<file path="src/rtl/div_pkg.sv">
// Shared types and constants for the repeated-subtraction divider controller.
package div_pkg;

  localparam int DIV_W = 8;

  typedef enum logic [2:0] {
    IDLE  = 3'd0,
    LOAD  = 3'd1,
    WAIT  = 3'd2,
    CHECK = 3'd3,
    SUB   = 3'd4,
    DONE  = 3'd5
  } state_e;

endpackage

</file>
<file path="src/rtl/div_sub_ctrl_quot_counter.sv">
// Quotient register: synchronous clear, optional preset to all-ones, increment.
module quot_counter
  import div_pkg::*;
#(
  parameter int W = DIV_W
) (
  input  logic         clk,
  input  logic         rst,
  input  logic         clr,
  input  logic         set,
  input  logic         inc,
  output logic [W-1:0] q
);

  logic [W-1:0] q_q;
  logic [W-1:0] q_d;

  always_comb begin
    q_d = q_q;
    if (set) begin
      q_d = '1;
    end else if (clr) begin
      q_d = '0;
    end else if (inc) begin
      q_d = q_q + 1'b1;
    end
  end

  always_ff @(posedge clk) begin
    if (rst) begin
      q_q <= '0;
    end else begin
      q_q <= q_d;
    end
  end

  assign q = q_q;

endmodule

</file>
<file path="src/rtl/div_sub_ctrl.sv">
// Sequencer for a divide-by-repeated-subtraction unit driving an external remainder stage.
// Optional build macro DIV_ZERO_DET_EN: short-circuits divisor==0 straight to DONE with a flag.
module div_sub_ctrl
  import div_pkg::*;
#(
  parameter int W = DIV_W
) (
  input  logic         clk,
  input  logic         rst,
  input  logic         start,
  input  logic [W-1:0] dividend,
  input  logic [W-1:0] divisor,
  input  logic [W-1:0] rem_in,
  output logic [W-1:0] d_out,
  output logic [W-1:0] din_out,
  output logic         ld,
  output logic         upd,
  output logic [W-1:0] quotient,
  output logic         busy,
  output logic         done,
  output logic         div_by_zero
);

  state_e       state_q, state_d;
  logic [W-1:0] d_q, din_q;
  logic         cap_en;
  logic         q_clr, q_set, q_inc;

  always_comb begin
    state_d = state_q;
    cap_en  = 1'b0;
    q_clr   = 1'b0;
    q_set   = 1'b0;
    q_inc   = 1'b0;
    case (state_q)
      IDLE: begin
        if (start) begin
          cap_en = 1'b1;
`ifdef DIV_ZERO_DET_EN
          if (divisor == '0) begin
            q_set   = 1'b1;
            state_d = DONE;
          end else begin
            q_clr   = 1'b1;
            state_d = LOAD;
          end
`else
          q_clr   = 1'b1;
          state_d = LOAD;
`endif
        end
      end
      LOAD:  state_d = WAIT;
      WAIT:  state_d = CHECK;
      CHECK: begin
        // Saturated quotient ends the loop even if the remainder still compares high.
        if ((quotient == '1) || (rem_in < d_q)) begin
          state_d = DONE;
        end else begin
          state_d = SUB;
        end
      end
      SUB: begin
        q_inc   = 1'b1;
        state_d = WAIT;
      end
      DONE:    state_d = IDLE;
      default: state_d = IDLE;
    endcase
  end

  always_ff @(posedge clk) begin
    if (rst) begin
      state_q <= IDLE;
      d_q     <= '0;
      din_q   <= '0;
    end else begin
      state_q <= state_d;
      if (cap_en) begin
        d_q   <= divisor;
        din_q <= dividend;
      end
    end
  end

`ifdef DIV_ZERO_DET_EN
  logic dz_q;

  always_ff @(posedge clk) begin
    if (rst) begin
      dz_q <= 1'b0;
    end else if (cap_en) begin
      dz_q <= (divisor == '0);
    end
  end

  assign div_by_zero = dz_q && (state_q == DONE);
`else
  assign div_by_zero = 1'b0;
`endif

  quot_counter #(.W(W)) u_quot (
    .clk (clk),
    .rst (rst),
    .clr (q_clr),
    .set (q_set),
    .inc (q_inc),
    .q   (quotient)
  );

  assign d_out   = d_q;
  assign din_out = din_q;
  assign ld      = (state_q == LOAD);
  assign upd     = (state_q == SUB);
  assign done    = (state_q == DONE);
  assign busy    = (state_q == LOAD) || (state_q == WAIT) ||
                   (state_q == CHECK) || (state_q == SUB);

endmodule

</file>
<file path="config.mk">
export PLATFORM = sky130hd
export DESIGN_NAME = div_sub_ctrl
export DESIGN_NICKNAME = d
export VERILOG_FILES = /design/src/rtl/div_pkg.sv /design/src/rtl/div_sub_ctrl_quot_counter.sv /design/src/rtl/div_sub_ctrl.sv
export SDC_FILE = /design/constraint.sdc
export NUM_CORES = 1
export LEC_CHECK = 0
export BUFFER_PORTS_ARGS = -buffer_cell sky130_fd_sc_hd__buf_2
export CAP_MARGIN = 20
export CORE_ASPECT_RATIO = 0.5
export CORE_UTILIZATION = 43
export DETAILED_ROUTE_END_ITERATION = 10
export PLACE_DENSITY = 0.74
export SLEW_MARGIN = 20
export SYNTH_ARGS = -nofsm -noshare
export SYNTH_HDL_FRONTEND = slang
export SYNTH_HIERARCHICAL = 1
export SYNTH_SLANG_ARGS = --single-unit
</file>
<file path="constraint.sdc">
create_clock -name clk -period 1.79 [get_ports clk]
set_clock_uncertainty 0.05 [all_clocks]
set_input_delay 0.179 -clock clk [delete_from_list [all_inputs] [get_ports clk]]
set_output_delay 0.179 -clock clk [all_outputs]
set_load 0.05 [all_outputs]
</file>
Word-level counts from Yosys, hierarchy flattened --
Cells that the tools add are included.
Storage, ports and cells: flip-flop bits (word level) 27, input port bits 27, output and inout port bits 29, word-level logic and storage cells 26
Operators by class: add/subtract/negate cells 1, order comparisons 1, equality and inequality tests 7, mux-type cells 6, reductions and logical operators 7
Operator list (count):
- 3-bit one-hot mux with 4 select lines | 1
- 8-bit by 1-bit adder with 8-bit output (second input constant) | 1
- 8-bit equality test (second input constant) | 1
- 8-bit < comparator | 1
- 3-bit by 2-bit equality test with 1-bit output (second input constant) | 2
- 3-bit equality test (second input constant) | 2
- 1-bit logical OR | 4
- 1-bit two-way mux | 4
- 2-bit OR reduction | 2
- 3-bit by 1-bit equality test with 1-bit output (second input constant) | 1
- 3-bit zero test | 1
- 3-bit two-way mux | 1
- 2-bit != test (second input constant) | 1

Logic depth before layout (Yosys ltp) --
depth in word-level cells 4, gate-level depth with buffers 8, gate-level depth less buffers 6

Modules after synthesis --
The synthesis kept the hierarchy.
Modules (own cells, without submodules):
- div_sub_ctrl | instances 1, cells each 116, area an instance 910.9 µm², sequential area each 380.4 µm²
- quot_counter | instances 1, cells each 52, area an instance 473.0 µm², sequential area each 160.2 µm²

Worst setup path before layout --
OpenSTA, ideal clock, no wires.
path kind flip-flop to flip-flop, start reg d_q[2] (netlist: d_out[2]), end reg state_q[0], setup time 0.103 ns, arrival 1.873 ns, data required time 1.637 ns, path slack -0.237 ns, stages on the path, launching flop included 7, path buffers 0, period minus slack after synthesis 2.027 ns, cells stage by stage dfxtp_1 > inv_1 > ha_1 > a211o_1 > a31oi_1 > o221ai_1 > a2111oi_2
On the way: cells in the longest elaborated chain, start to end 4
Ends and longest elaborated chain:
- start: declaration | line div_sub_ctrl.sv:25 | logic [W-1:0] d_q, din_q;
- start signal: assignment | line div_sub_ctrl.sv:80 | d_q <= divisor;
- 8-bit < comparator | line div_sub_ctrl.sv:57 | if ((quotient == '1) || (rem_in < d_q)) begin
- 1-bit logical OR | line div_sub_ctrl.sv:57
- 1-bit two-way mux | line div_sub_ctrl.sv:57
- 3-bit one-hot mux with 4 select lines | line div_sub_ctrl.sv:35 | case (state_q)
- end signal: assignment | line div_sub_ctrl.sv:78 | state_q <= state_d;
- end: declaration | line div_sub_ctrl.sv:24 | state_e state_q, state_d;
Every way passes these cells. A chain may end at the register's enable or synchronous reset.

Worst setup path in the final report --
start reg state_q[1], end out upd
On the way: cells in the longest elaborated chain, start to end 1
Ends and longest elaborated chain:
- 3-bit equality test | line div_sub_ctrl.sv:114 | assign upd = (state_q == SUB);
- end: declaration | line div_sub_ctrl.sv:17 | output logic upd,
Every way passes these cells.

==> flow_summary.yaml <==
yosys:
  ys_ff_latch: 27
  syn-mean-instance-area_sq_um: 8.237
  ys.warnings.count: 6
  yosysUniqueCellTypes: 40
  ys_seq_area_share_pct: 39.06
  synthCells: 168
  synth_area_sq_mm: 0.001384
timing:
  holdWs_ps: 67.10
  rsz0062_at_grt: "false"
  fmaxAchievable_ghz: 0.5908
  layout_setup_ws_ps: 97.35
  fin_crit_sh_pct: 94.56
  setup_violations: 0
  drv_slew: 0
  min_period_ps: 1693
  timing.final.hold_violations: 0
routing:
  num_vias: 1347
  wl_um: 3123
  ant_nets: 0
  routed.top_layer: "met4"
  wl_met2_um: 1474
  first_iter_violations: 51
  dr_wl_met3_um: 147
  via_per_inst: 5.064
  met1_length_um: 1469
  firstDrtPassIters: 4
  wl_per_cell_um: 11.74
  drcViolationCount: 0
worst_setup_path:
  worstPathArrival_ps: 1460
  critPathKind: "register to output pin"
  critPathLaunchType: "register"
  worstPathRequired_ps: 1560
  worst-path-max-fanout: 12
  worstSetupEndpointType: "output pin"
clock_tree:
  clockBufferDepth: 2
  root_buffer: "clkbuf_8"
  cts-buffers-inserted: 3
  cts_tree: "done"
  clkTransAtPathRegs_ps: 100
  hold_buffers: 0
  insertion_delay_ps: 280
  numClockSinks: 27
  htree_num_levels: 1
final_layout:
  post-route-util_pct: 58.55
  final.fill_count: 295
  final_area_sq_mm: 0.001774
  area_growth_pct: 28.21
  antenna_cells: 0
  drive_gt1_share_pct: 34.07
  final_cell_mix: "buf_2, nand2_1, dfxtp_1"
  mostFrequentLayoutCell: "buf_2"
  fin_cells: 266
  register_area_sq_um: 544.3
  multi_input_area_sq_um: 778.2
  finalNetCount: 262
power_and_ir_drop:
  power_frac_seq_pct: 44.4
  swShare_pct: 38.92
  p_switching_w: 0.0006189
  p_per_area_mw_per_mm2: 896.2
  p_comb_share_pct: 32.8
  p_int_w: 0.0009712
  power_frac_clock_pct: 22.8
  p_leak_nw: 0.8064
  ir_drop_mv: 0.5053
min_path:
  hold_path_class: "primary input to register"
grt:
  grt_max_degree: 20
  antenna_found_initial: 0
  grt_pass1_wl_um: 5064
  overflow: 0
  grtUsageTotal_pct: 18.82
  grt_pass1_vias: 1185
run:
  cap_violations: 0
floorplanning:
  num_rows: 14
  die_area_sq_mm: 0.003463
  dieWidth_um: 82.23
  coreArea_sq_mm: 0.003030
  start_util_pct: 45.66
  die_h_um: 42.12
  ioPinCount: 56
place:
  dp_slack_ps: 12.48
  placed_cell_area_sq_mm: 0.001693
  dp_cells: 261
  dp_hpwl_um: 2246
  gp_congestion: 0.7207
  port_buffers: 54
status:
  outcome: "finished clean"
-- metal layers --
layer,vias up,GRT usage (%)
met2,30,33.22
li1,688,-
met5,-,0
met1,624,23.05
met4,0,5.263
met3,5,3.913
-- worst max-delay path, cell delays in order (launching register included) --
cell and delay (ps):
dfxtp_1 380, nor2_2 180, and2_2 310, buf_2 310
-- registers in the layout (all words and copies together) (netlist names) --
name,flops
d_out,8
din_out,8
u_quot/q,8
state_q,3
-- power by group through the flow --
stage	clock network, W	logic, W	registers, W
CTS	0.000376	0.000509	0.000706
detailed placement	0	0.000507	0.000720
floorplan	0	0.000233	0.000873
global placement	0	0.000501	0.000717
finish	0.000363	0.000521	0.000706
global route	0.000395	0.000568	0.000716
-- synthesized netlist by cell type (all sizes together) --
cell | instances | area share [%]
nand2 | 34 | 9.2
dfxtp | 27 | 39
a21oi | 23 | 8.3
inv | 12 | 3.3
ha | 8 | 7.2
buf | 7 | 4.2
nor2 | 6 | 1.8
nand4 | 5 | 2.3
o21ai | 5 | 1.8
xor2 | 4 | 2.5
nand3 | 3 | 1.1
nor3b | 3 | 1.6
and4 | 2 | 1.3
clkbuf | 2 | 0.54
nor3 | 2 | 0.72
o311ai | 2 | 1.3
o31ai | 2 | 1.1
or3 | 2 | 0.90
or3b | 2 | 1.3
a2111oi | 1 | 1.1
a211o | 1 | 0.63
a211oi | 1 | 0.54
a21boi | 1 | 0.54
a31oi | 1 | 0.45
and2 | 1 | 0.45
and3 | 1 | 0.45
and3b | 1 | 0.72
conb | 1 | 0.27
mux2 | 1 | 0.81
nand2b | 1 | 0.45
nand3b | 1 | 0.81
nand4bb | 1 | 0.81
nor4b | 1 | 0.63
o221ai | 1 | 0.63
or2b | 1 | 0.54
xnor2 | 1 | 0.63
-- timing repair --
item                                    in CTS  in global routing
gates resized for setup                      0                  3
setup buffers                                0                  1
endpoints found under the setup margin       0                  1
-- metrics by stage --
stage,total power [W],TNS [ps]
floorplan,0.001106,-146.6
global placement,0.001218,0
detailed placement,0.001227,0
CTS,0.001591,0
global route,0.001679,0
finish,0.001590,0
-- kinds of logic after synthesis --
| kind of cell | after synthesis | share of synthesized area [%] |
|---|---|---|
| adder cells (fa/ha/maj) | 8 | 7.234 |
| XOR/XNOR | 5 | 3.164 |
| AO/OA/AOI/OAI | 38 | 16.37 |
| multiplexers | 1 | 0.8137 |
| other | 1 | 0.2710 |
| flip-flops | 27 | 39.06 |
| AND/OR/NAND/NOR | 67 | 25.05 |
| buffers and inverters | 21 | 8.047 |
-- area by class of cell --
type | count | share of cell area [%]
tap | 40 | 2.821
clock inverter | 1 | 0.4231
timing repair buffer | 59 | 17.35
sequential | 27 | 30.68
clock buffer | 3 | 2.327
multi-input combinational | 124 | 43.86
inverter | 12 | 2.539
-- path summary, 6_finish.rpt --
kind               from          to  slack, ps  cells after the start
max          state_q[1]         upd        100                      3
min reg2reg  din_out[1]  din_out[1]        410                      2
min          divisor[1]    d_out[1]         70                      3
max reg2reg    d_out[2]  state_q[0]        130                      6
(Power assumes the default switching activity.)
